===== src/rtl/adc_sample_source_if.sv =====
// Sample interface between the ADC front end and the FIR filter chain:
// a signed 18-bit word with a one-cycle ready strobe and a sticky overrun flag.
interface adc_sample_source_if;
  logic signed [17:0] sample_sig;
  logic               ready;
  logic               overrun;

  modport master (output sample_sig, output ready, output overrun);
  modport slave  (input  sample_sig, input  ready, input  overrun);
endinterface


===== src/rtl/adc_sample_source.sv =====
// Periodic sample tick, conversion strobe and serial readout of an external
// 18-bit SPI-style ADC, presented as a signed word with a one-cycle ready strobe.
module adc_sample_source #(
  parameter int SAMPLE_DIV    = 1000,
  parameter int CONV_CYCLES   = 20,
  parameter int SCLK_HALF     = 2,
  parameter int OFFSET_BINARY = 0
) (
  input  logic                   clk,
  input  logic                   rst,
  input  logic                   en,
  input  logic                   adc_sdo,
  output logic                   adc_cnv,
  output logic                   adc_sclk,
  adc_sample_source_if.master    sample
);

  localparam int SW = (SAMPLE_DIV > 1) ? $clog2(SAMPLE_DIV) : 1;
  localparam int CW = (CONV_CYCLES > 1) ? $clog2(CONV_CYCLES) : 1;
  localparam int PW = $clog2(2 * SCLK_HALF);

  localparam logic [SW-1:0] DIV_LAST  = SW'(SAMPLE_DIV - 1);
  localparam logic [CW-1:0] CONV_LAST = CW'(CONV_CYCLES - 1);
  localparam logic [PW-1:0] PH_RISE   = PW'(SCLK_HALF - 1);
  localparam logic [PW-1:0] PH_LAST   = PW'(2 * SCLK_HALF - 1);
  localparam logic          MSB_FLIP  = (OFFSET_BINARY != 0);

  localparam logic [1:0] IDLE  = 2'd0;
  localparam logic [1:0] CONV  = 2'd1;
  localparam logic [1:0] SHIFT = 2'd2;
  localparam logic [1:0] DONE  = 2'd3;

  logic [1:0]    state;
  logic [SW-1:0] scnt;
  logic [CW-1:0] ccnt;
  logic [PW-1:0] ph;
  logic [4:0]    bitcnt;
  logic [17:0]   sreg;
  logic          tick;

  assign tick = en && (scnt == '0);

  always_ff @(posedge clk or posedge rst) begin
    if (rst) begin
      scnt <= '0;
    end else if (!en || scnt == DIV_LAST) begin
      scnt <= '0;
    end else begin
      scnt <= scnt + 1'b1;
    end
  end

  always_ff @(posedge clk or posedge rst) begin
    if (rst) begin
      state             <= IDLE;
      ccnt              <= '0;
      ph                <= '0;
      bitcnt            <= '0;
      sreg              <= '0;
      adc_cnv           <= 1'b0;
      adc_sclk          <= 1'b0;
      sample.sample_sig <= '0;
      sample.ready      <= 1'b0;
      sample.overrun    <= 1'b0;
    end else begin
      sample.ready <= 1'b0;
      if (tick && state != IDLE) begin
        sample.overrun <= 1'b1;
      end
      case (state)
        IDLE: begin
          if (tick) begin
            state   <= CONV;
            adc_cnv <= 1'b1;
            ccnt    <= '0;
          end
        end
        CONV: begin
          if (ccnt == CONV_LAST) begin
            state   <= SHIFT;
            adc_cnv <= 1'b0;
            ph      <= '0;
            bitcnt  <= '0;
          end else begin
            ccnt <= ccnt + 1'b1;
          end
        end
        SHIFT: begin
          // sclk is registered, so the data bit is captured on the same edge
          // that drives sclk high.
          if (ph == PH_RISE) begin
            adc_sclk <= 1'b1;
            sreg     <= {sreg[16:0], adc_sdo};
          end
          if (ph == PH_LAST) begin
            adc_sclk <= 1'b0;
            ph       <= '0;
            if (bitcnt == 5'd17) begin
              state             <= DONE;
              sample.sample_sig <= {sreg[17] ^ MSB_FLIP, sreg[16:0]};
              sample.ready      <= 1'b1;
            end else begin
              bitcnt <= bitcnt + 1'b1;
            end
          end else begin
            ph <= ph + 1'b1;
          end
        end
        default: begin
          state <= IDLE;
        end
      endcase
    end
  end

endmodule

===== src/flat_wrapper.sv =====
// flat-port wrapper written by rule: the top's interface ports become plain ports
module adc_sample_source_flat 
#(
  parameter int SAMPLE_DIV    = 1000,
  parameter int CONV_CYCLES   = 20,
  parameter int SCLK_HALF     = 2,
  parameter int OFFSET_BINARY = 0
)
  (clk, rst, en, adc_sdo, adc_cnv, adc_sclk, sample_sample_sig, sample_ready, sample_overrun);
  adc_sample_source_if sample_i ();
  input  logic clk;
  input  logic rst;
  input  logic en;
  input  logic adc_sdo;
  output logic adc_cnv;
  output logic adc_sclk;
  output wire logic [$bits(sample_i.sample_sig)-1:0] sample_sample_sig;
  output wire logic [$bits(sample_i.ready)-1:0] sample_ready;
  output wire logic [$bits(sample_i.overrun)-1:0] sample_overrun;
  assign sample_sample_sig = sample_i.sample_sig;
  assign sample_ready = sample_i.ready;
  assign sample_overrun = sample_i.overrun;
  adc_sample_source #(.SAMPLE_DIV(SAMPLE_DIV), .CONV_CYCLES(CONV_CYCLES), .SCLK_HALF(SCLK_HALF), .OFFSET_BINARY(OFFSET_BINARY)) u_core (.clk(clk), .rst(rst), .en(en), .adc_sdo(adc_sdo), .adc_cnv(adc_cnv), .adc_sclk(adc_sclk), .sample(sample_i));
endmodule

===== config.mk =====
export PLATFORM = sky130hd
export DESIGN_NAME = adc_sample_source_flat
export DESIGN_NICKNAME = d
export VERILOG_FILES = /design/src/rtl/adc_sample_source_if.sv /design/src/rtl/adc_sample_source.sv /design/src/flat_wrapper.sv
export SDC_FILE = /design/constraint.sdc
export NUM_CORES = 1
export LEC_CHECK = 0
export BUFFER_PORTS_ARGS = -buffer_cell sky130_fd_sc_hd__clkbuf_2
export CORE_MARGIN = 1.5
export CORE_UTILIZATION = 30
export CTS_BUF_LIST = sky130_fd_sc_hd__clkbuf_4 sky130_fd_sc_hd__clkbuf_8 sky130_fd_sc_hd__clkbuf_16
export DETAILED_ROUTE_END_ITERATION = 6
export PLACE_DENSITY = 0.46
export SYNTH_ARGS = -nofsm -noshare
export SYNTH_HDL_FRONTEND = slang
export SYNTH_SLANG_ARGS = --single-unit

===== constraint.sdc =====
create_clock -name clk -period 2.15 [get_ports clk]
set_input_delay 0 -clock clk [delete_from_list [all_inputs] [get_ports clk]]
set_output_delay 0 -clock clk [all_outputs]
set_load 0.005 [all_outputs]

; ---- After elaboration in Yosys (flattened, before gate mapping)
; Index checks and enable logic that the tools add are counted.
[word_totals]
regBits = 64
latchBits = 0
mem_bits_rw = 0
romBits = 0
word_cells = 70
memories = 0
[classes]
addsub = 4
multipliers = 0
div_mod_pow = 0
magnitude_cmp = 0
eq_ne = 13
shift = 0
mux = 24
bitwise_logic = 0
n_reduce_logical = 18
[op_table]
columns = operator, n
row1 = 5-bit two-way mux, 5
row2 = 5-bit one-hot mux with 2 select lines, 2
row3 = 2-bit two-way mux, 6
row4 = 10-bit by 1-bit adder with 10-bit output (second input constant), 1
row5 = 5-bit by 1-bit adder with 5-bit output (second input constant), 2
row6 = 10-bit equality test (second input constant), 1
row7 = 5-bit equality test (second input constant), 2
row8 = 10-bit zero test, 1
row9 = 10-bit two-way mux, 1
row10 = 3-bit AND reduction, 3
row11 = 2-bit by 1-bit != test with 1-bit output (second input constant), 4
row12 = 4-bit AND reduction, 2
row13 = 2-bit nonzero test, 4
row14 = 1-bit two-way mux, 7
row15 = 2-bit one-hot mux with 3 select lines, 1
row16 = 2-bit AND reduction, 3
row17 = 2-bit by 1-bit equality test with 1-bit output (second input constant), 2
row18 = 2-bit equality test (second input constant), 2
row19 = 2-bit != test (second input constant), 2
row20 = 2-bit one-hot mux with 2 select lines, 1
row21 = 2-bit by 1-bit adder with 2-bit output (second input constant), 1
row22 = 1-bit logical AND, 2
row23 = 2-bit zero test, 1
row24 = 1-bit one-hot mux with 2 select lines, 1
row25 = 2 further kinds, 2

; ---- Depth between registers and ports, before layout
; Gate-level depths: netlist of run 1.
[depth]
word_depth = 4
depth_mapped = 6
ltp_nobuf = 6

; ---- Worst setup path after synthesis of run 1
; Ideal clock, no wire load.
[synth_path]
kind = register to register
start = register u_core.bitcnt[1]
end = register u_core.sample.sample_sig[12]
setup_ps = 125
arrival_time_ps = 1615
t_required_ps = 2025
setup_slack_ps = 410
stages_incl_launch_ff = 7
path_buffers = 1
period_less_slack_ps = 1740
cell_sequence = dfrtp_1 -> inv_1 -> ha_1 -> nand4bb_4 -> nor3_4 -> buf_6 -> mux2_2
[synth_via]
elab_chain_cells = 2
[synth_lines]
columns = element, line
row1 = from (decl), adc_sample_source.sv:37  ; logic [4:0] bitcnt;
row2 = from (signal assigned), adc_sample_source.sv:103  ; bitcnt <= bitcnt + 1'b1;
row3 = 5-bit equality test, adc_sample_source.sv:98  ; if (bitcnt == 5'd17) begin
row4 = 3-bit AND reduction (no source line), -
row5 = to (signal assigned), adc_sample_source.sv:100  ; sample.sample_sig <= {sreg[17] ^ MSB_FLIP, sreg[16:0]};
row6 = to (decl), adc_sample_source_if.sv:8  ; modport master (output sample_sig, output ready, output overrun);
; No other way between the ends.
; A chain may end at the register's enable or synchronous reset.

; ---- Worst setup path after layout of run 1
[layout_path]
start = register u_core.state[0]
end = register u_core.sample.sample_sig[0]
[layout_via]
elab_chain_cells = 2
[layout_lines]
columns = element, line
row1 = from (decl), adc_sample_source.sv:33  ; logic [1:0] state;
row2 = from (signal assigned), adc_sample_source.sv:55  ; state <= IDLE;
row3 = from (signal assigned), adc_sample_source.sv:73  ; state <= CONV;
row4 = from (signal assigned), adc_sample_source.sv:80  ; state <= SHIFT;
row5 = 2-bit equality test, adc_sample_source.sv:70  ; case (state)
row6 = 3-bit AND reduction (no source line), -
; No other way between the ends.

==> reports/qor.log, run 1 <==
INFO  synth          mean_post_synth_cell_area=12.78um2
INFO  final_layout   antennaDiodeCount=0
INFO  synth          ys_top_cells_by_area=sky130_fd_sc_hd__dfrtp_1 (54%), sky130_fd_sc_hd__mux2_2 (11%), sky130_fd_sc_hd__ha_1 (4.6%), sky130_fd_sc_hd__mux2_1 (2.7%), sky130_fd_sc_hd__nor2_1 (1.8%)
INFO  route          drc=0
INFO  sta            fin_skew=7.821ps
INFO  route          route.final.wire_length=5492um
INFO  synth          ys_seq_area_frac=0.5401
INFO  worst_setup_path reg2reg_setup_slack=330ps
INFO  sta            final.hold.worst_slack=150.2ps
INFO  synth          post_synth_instance_area=0.002965mm2
INFO  worst_setup_path worst_ep_required=2370ps
INFO  worst_setup_path critical_path_maximum_fanout=19
INFO  synth          synth_nets=247
INFO  clock_tree     tritoncts.num_buffers=9
INFO  route          number_of_nets_with_antenna_violations_after_routing=0
INFO  worst_setup_path path_class=register to register
INFO  sta            min_period_over_period=0.8484
INFO  placed_design  gpl.final_weighted_congestion=0.7203
INFO  floorplan      floorplan.io_pins=26
INFO  placed_design  dp_hpwl=3698um
INFO  clock_tree     htree_num_levels=3
INFO  placed_design  buffer_ports.inserted=25
INFO  synth          synth_top_area_frac=0.5401
INFO  run            drv_cap=0
INFO  synth          synth_cell_type_count=44
INFO  synth          ys_seq_elements=64
INFO  final_layout   postLayoutCellArea=0.003586mm2
INFO  floorplan      placementRows=36
INFO  route          drt-wirelength-per-cell=13.36um
INFO  route          num_vias=1861
INFO  synth          yosys.area.top_type=sky130_fd_sc_hd__dfrtp_1
INFO  clock_tree     cts.path.max_buffers=2
INFO  sta            tightestPinTransition=515.5ps
INFO  global_route   grt_first_pass_wirelength=9128um
INFO  sta            finalMaxSlewViolations=0
INFO  power          cellLeakagePower=0.001666uW
INFO  global_route   number_of_antenna_violations_at_the_first_check_in_global_routing=0
INFO  clock_tree     clkSinkCount=64
INFO  sta            max_freq=548.2MHz
INFO  clock_tree     cts.clk_slew.worst_paths=80ps
INFO  global_route   grt_remaining_overflow=0
INFO  route          vias_per_cell=4.528
INFO  synth          synth.yosys.warnings=0
INFO  worst_setup_path critical_path_sink_type=register
INFO  synth          synthesis.instances=232
INFO  sta            worst_slew_margin_rel=0.6541
INFO  hold_path      hp-class=primary input to asynchronous set/reset pin
INFO  global_route   pin_count_of_the_biggest_net_entering_global_routing=52
INFO  global_route   groute.usage.overall=0.1143
INFO  clock_tree     clock_insertion_delay_at_the_later_pin_of_the_skew_report=340ps
INFO  sta            timing.final.crit_period=1824ps
INFO  final_layout   layout-area-overhead-vs-synth=20.93%
INFO  floorplan      die_y=102.4um
INFO  worst_setup_path worstSetupStartpointType=register
INFO  power          power.density=725.7mW/mm2
INFO  power          vdd_drop_max=0.0002934V
INFO  floorplan      die_w=102.4um
INFO  floorplan      start_util=0.3062
INFO  final_layout   final_layout_size_suffix_gt1_frac=0.3201
INFO  power          report.power.total=2602uW
INFO  global_route   first_global_vias=1793
INFO  worst_setup_path cp_data_arrival_time=2050ps
INFO  final_layout   nFillCells=949
INFO  sta            final-hold-violation-count=0
INFO  placed_design  placedInstanceArea=0.003304mm2
INFO  outcome        run_status=finished, final reports clean
INFO  clock_tree     postCtsSetupRepairBufs=0
INFO  sta            fin_tns_setup=0ps
INFO  final_layout   nets=288
INFO  clock_tree     tritoncts_clock_tree=built
INFO  floorplan      dieArea=0.01049mm2
INFO  clock_tree     post_cts_resized=0
INFO  route          drt-initial-drc-count=47
INFO  route          drtPass1Iterations=4
INFO  floorplan      design.core.area=0.009684mm2
INFO  sta            unrepaired_setup_endpoints_after_global_routing=false
INFO  clock_tree     cts-root-buf=sky130_fd_sc_hd__clkbuf_8
INFO  sta            finalSetupViolations=0
==> cells in the mapped netlist, drive strengths merged <==
cell and count:
nor4b 2, nor2 14, a41oi 1, xnor2 5, a32o 1, o31ai 2
mux2 37, nand4bb 1, nor3b 1, o2bb2ai 1, a221o 1, nor3 7
nor4 2, o21ai 11, ha 11, a21oi 3, and4 1, a31oi 1
a22o 1, nor2b 1, and3 4, a21o 3, and2 5, dfrtp 64
nand2b 3, o21a 2, nand3 6, a41o 1, a211o 5, nand2 7
or3 1, inv 12, mux2i 1, nand4 4, clkbuf 1, buf 4
o22ai 2, xor2 3
==> registers in the layout (all words and copies together), names as in the netlist, 2 cells and up <==
| register | flops |
|---|---|
| u_core.bitcnt | 5 |
| u_core.ccnt | 5 |
| u_core.ph | 2 |
| u_core.sample.sample_sig | 18 |
| u_core.scnt | 10 |
| u_core.sreg | 18 |
| u_core.state | 2 |
==> layer usage <==
| layer | vias up | global-route usage | wire length, um |
|---|---|---|---|
| met3 | 8 | 0.03899 | 180 |
| met2 | 28 | 0.1605 | 2418 |
| met4 | 0 | 0.05058 | 82 |
| met1 | 902 | 0.1588 | 2810 |
| li1 | 923 | - | - |
| met5 | - | 0 | 0 |
==> path summary, 6_finish.rpt <==
| check | startpoint | end | cells after the start |
|---|---|---|---|
| setup / recovery | u_core.state[0] | u_core.sample.sample_sig[0] | 6 |
| hold / removal | rst | u_core.scnt[2] | 3 |
| setup reg to reg | u_core.state[0] | u_core.sample.sample_sig[0] | 6 |
| hold reg to reg | u_core.sample.sample_sig[8] | u_core.sample.sample_sig[8] | 1 |
| max in group asynchronous | rst | u_core.sample.sample_sig[0] | 4 |
| min in group clk | adc_sdo | u_core.sreg[0] | 3 |
==> power breakdown <==
group | internal, uW | switching [uW]
registers | 1210 | 10.9
logic | 27.1 | 42.9
clock network | 786 | 520
==> what timing repair did <==
item	in CTS	in global routing
hold buffers	3	0
endpoints found under the setup margin	0	0
hold endpoints to repair	67	0
==> metrics by stage <==
stage          instances  setup slack (ps)  utilization
4_1_cts              411             299.6       0.3703
3_5_place_dp         392             317.6       0.3412
6_report             411             325.9       0.3703
2_1_floorplan        232             410.2            -
3_3_place_gp         392             360.5       0.3412
5_1_grt              411             154.9       0.3703
==> worst max-delay path, stage by stage (launching register included) <==
cell	delay (ps)
sky130_fd_sc_hd__dfrtp_1	400
sky130_fd_sc_hd__inv_1	110
sky130_fd_sc_hd__ha_1	290
sky130_fd_sc_hd__inv_1	120
sky130_fd_sc_hd__nor3_4	240
sky130_fd_sc_hd__buf_12	190
sky130_fd_sc_hd__mux2_2	350
==> logic make-up (layout without fill, tap and decap cells) <==
logic type               after synthesis  in the layout  share of synthesized area
AND/OR/NAND/NOR                       59             59                     0.1317
buffers and inverters                 17             63                    0.02531
multiplexers                          38             38                     0.1439
adder cells (fa/ha/maj)               11             11                    0.04641
XOR/XNOR                               8              8                    0.02363
AO/OA/AOI/OAI                         35             35                    0.08903
flip-flops                            64             64                     0.5401
==> placed cells by master, fill, tap and decap left out, drive strengths merged, types with 2 or more instances in the layout <==
cell type     n
a211o         5
a21o          3
a21oi         3
and2          5
and3          4
buf           7
bufinv        3
clkbuf       34
clkinv        2
dfrtp        64
dlygate4sd3   3
ha           11
inv          14
mux2         37
nand2         7
nand2b        3
nand3         6
nand4         4
nor2         14
nor3          7
nor4          2
nor4b         2
o21a          2
o21ai        11
o22ai         2
o31ai         2
xnor2         5
xor2          3
==> cell type report <==
cell class,instances,area (um2),share of cell area
flip-flops and latches,64,1602,0.4466
inverters,12,45.04,0.01256
repair buffers,35,232.7,0.06490
clock inverters,7,127.6,0.03559
well taps,133,166.4,0.04641
multi-input cells,151,1289,0.3594
clock buffers,9,123.9,0.03454
Note: power is estimated with default switching activity, not from simulation.
==> run 2: changes to the inputs <==
==> constraint.sdc (replaced) <==
create_clock -name clk -period 1.9 [get_ports clk]
set_input_delay 0 -clock clk [delete_from_list [all_inputs] [get_ports clk]]
set_output_delay 0 -clock clk [all_outputs]
set_load 0.005 [all_outputs]
==> reports/qor.log, run 2 (synthesized netlist as in run 1, its figures left out) <==
INFO  final_layout   instances_no_fill=415 [was 411]
INFO  global_route   grt_remaining_overflow=0 [unchanged]
INFO  worst_setup_path cp_data_arrival_time=1980ps [was 2050 ps]
INFO  global_route   first_global_vias=1931 [was 1793]
INFO  power          power.density=807.0mW/mm2 [was 725.7 mW/mm2]
INFO  sta            worst_slew_margin_rel=0.6827 [was 0.6541]
INFO  clock_tree     tritoncts_clock_tree=built [unchanged]
INFO  worst_setup_path path_class=register to register [unchanged]
INFO  route          drt-wirelength-per-cell=13.21um [was 13.36 um]
INFO  sta            unrepaired_setup_endpoints_after_global_routing=false [unchanged]
INFO  placed_design  worst_slack_after_detailed_placement=119.1ps [was 317.6 ps]
INFO  power          cellLeakagePower=0.001688uW [was 0.001666 uW]
INFO  worst_setup_path critical_path_maximum_fanout=19 [unchanged]
INFO  worst_setup_path path_common_cell=sky130_fd_sc_hd__inv_1 [unchanged]
INFO  route          route.final.wire_length=5482um [was 5492 um]
INFO  clock_tree     clock_insertion_delay_at_the_later_pin_of_the_skew_report=340ps [about the same]
INFO  clock_tree     cts-root-buf=sky130_fd_sc_hd__clkbuf_8 [unchanged]
INFO  placed_design  buffer_ports.inserted=25 [unchanged]
INFO  sta            tightestPinTransition=475.2ps [was 515.5 ps]
INFO  global_route   number_of_antenna_violations_at_the_first_check_in_global_routing=0 [unchanged]
INFO  final_layout   antennaDiodeCount=0 [unchanged]
INFO  worst_setup_path cpPeakStageDelay=410ps [was 400 ps]
INFO  final_layout   nets=292 [was 288]
INFO  worst_setup_path worst_r2r_path_depth=6 [unchanged]
INFO  power          report.power.total=2930uW [was 2602 uW]
INFO  final_layout   layout-area-overhead-vs-synth=22.45% [was 20.93%]
INFO  route          vias_per_cell=4.639 [was 4.528]
INFO  outcome        run_status=finished, final reports clean [unchanged]
INFO  final_layout   reg.largest.list=u_core.sample.sample_sig (18), u_core.sreg (18), u_core.scnt (10) [unchanged]
INFO  floorplan      design.core.area=0.009684mm2 [unchanged]
INFO  final_layout   most-common-layout-cells=sky130_fd_sc_hd__dfrtp_1 (64), sky130_fd_sc_hd__mux2_2 (30), sky130_fd_sc_hd__clkbuf_2 (25) [unchanged]
INFO  sta            final-hold-violation-count=0 [unchanged]
INFO  worst_setup_path worstSetupStartpointType=register [unchanged]
INFO  global_route   grt_first_pass_wirelength=9570um [was 9128 um]
INFO  floorplan      die_w=102.4um [unchanged]
INFO  sta            fin_tns_setup=0ps [unchanged]
INFO  worst_setup_path cpMaxStageDelayCell=sky130_fd_sc_hd__dfrtp_1 [unchanged]
INFO  route          drt-initial-drc-count=81 [was 47]
INFO  clock_tree     clkSinkCount=64 [unchanged]
INFO  floorplan      dieArea=0.01049mm2 [unchanged]
INFO  worst_setup_path critical_path_sink_type=register [unchanged]
INFO  worst_setup_path worst_setup_path_endpoint=u_core.sample.sample_sig[17] [was u_core.sample.sample_sig[0]]
INFO  route          number_of_nets_with_antenna_violations_after_routing=0 [unchanged]
INFO  global_route   groute.usage.overall=0.1184 [was 0.1143]
INFO  sta            finalMaxSlewViolations=0 [unchanged]
INFO  worst_setup_path cp_cell_sequence=inv_1 > ha_1 > inv_1 > nor3_4 > buf_12 > mux2_2 [unchanged]
INFO  final_layout   layout_commonest_cell=sky130_fd_sc_hd__dfrtp_1 [unchanged]
INFO  worst_setup_path startpoint=u_core.state[0] [unchanged]
INFO  worst_setup_path r2r-start=u_core.state[0] [unchanged]
INFO  final_layout   utilization=0.3749 [was 0.3703]
INFO  global_route   pin_count_of_the_biggest_net_entering_global_routing=46 [was 52]
INFO  floorplan      die_y=102.4um [unchanged]
INFO  worst_setup_path worst_ep_required=2120ps [was 2370 ps]
INFO  sta            fin_ws=139.1ps [was 325.9 ps]
INFO  placed_design  placed_cells=395 [was 392]
INFO  sta            timing.final.crit_period=1761ps [was 1824 ps]
INFO  clock_tree     cts.clk_slew.worst_paths=80ps [about the same]
INFO  clock_tree     tritoncts.num_buffers=9 [unchanged]
INFO  sta            max_freq=567.9MHz [was 548.2 MHz]
INFO  clock_tree     post_cts_resized=0 [unchanged]
INFO  sta            finalSetupViolations=0 [unchanged]
INFO  worst_setup_path reg2reg_setup_slack=140ps [was 330 ps]
INFO  final_layout   final_layout_size_suffix_gt1_frac=0.3298 [was 0.3201]
INFO  placed_design  dp_hpwl=3731um [was 3698 um]
INFO  worst_setup_path worst_r2r_end=u_core.sample.sample_sig[17] [was u_core.sample.sample_sig[0]]
INFO  clock_tree     cts.path.max_buffers=2 [unchanged]
INFO  sta            fin_skew=7.344ps [was 7.821 ps]
INFO  route          num_vias=1925 [was 1861]
INFO  route          drc=0 [unchanged]
INFO  floorplan      placementRows=36 [unchanged]
INFO  route          drtPass1Iterations=4 [unchanged]
INFO  sta            min_period_over_period=0.9268 [was 0.8484]
INFO  clock_tree     htree_num_levels=3 [unchanged]
INFO  hold_path      hp-class=primary input to asynchronous set/reset pin [unchanged]
INFO  floorplan      start_util=0.3062 [unchanged]
INFO  floorplan      floorplan.io_pins=26 [unchanged]
INFO  power          vdd_drop_max=0.0004193V [was 0.0002934 V]
INFO  placed_design  gpl.final_weighted_congestion=0.7538 [was 0.7203]
INFO  run            drv_cap=0 [unchanged]
-- run 2: cell types whose count changed in the layout (fill, tap and decap cells not counted), sizes merged --
cell    delta
clkbuf     +1
inv        -2
clkinv     +1
buf        +4
-- run 2: power breakdown --
part / internal (uW) / total (uW) / switching, uW / leakage, uW
clock: 914 / 1460 / 548 / 0.000127
combinational: 32.0 / 80.6 / 48.5 / 0.000733
sequential: 1380 / 1390 / 11.8 / 0.000828
total: 2320 / 2930 / 609 / 0.00169
-- run 2: area by class of cell --
cell class | count | area [um2]
multi-input cells | 151 | 1289
well taps | 133 | 166.4
repair buffers | 39 | 275.3
fillers | 942 | 6053
clock inverters | 6 | 116.4
inverters | 12 | 45.04
flip-flops and latches | 64 | 1602
clock buffers | 10 | 137.6
-- run 2: metrics by stage --
step,instance area [um2],hold slack (ps)
after detailed placement,3339,31.13
final,3631,212.5
after global placement,3339,35.22
after global routing,3631,260.4
after floorplan,2965,128.6
after CTS,3623,207.5
-- run 2: worst min-delay path by stage --
stage	from	to	cells past startpoint
4_1_cts	rst	u_core.scnt[0]	3
5_1_grt	rst	u_core.scnt[0]	3
3_5_place_dp	rst	u_core.scnt[8]	2
3_3_place_gp	rst	u_core.scnt[2]	2
2_1_floorplan	en	u_core.scnt[2]	1
6_report	rst	u_core.scnt[0]	3
-- run 2: timing repair --
item | CTS | global route
hold buffers | 3 | 0
hold endpoints to repair | 21 | 0
endpoints found under the setup margin | 0 | 1
buffers inserted | 0 | 1
-- run 2: layer usage --
layer	vias to the layer above	routed length (um)	global-route usage
met5	-	0	0
met1	961	2716	0.1608
li1	927	-	-
met2	28	2510	0.1763
met3	9	171	0.03352
met4	0	84	0.05058
-- run 2: worst max-delay path: cells and delay by family, from the launching register on --
family	cells	cell delay (ps)
mux	1	340
fa+ha+maj	1	250
flops	1	410
buf+inv	3	410
simple gates	1	220
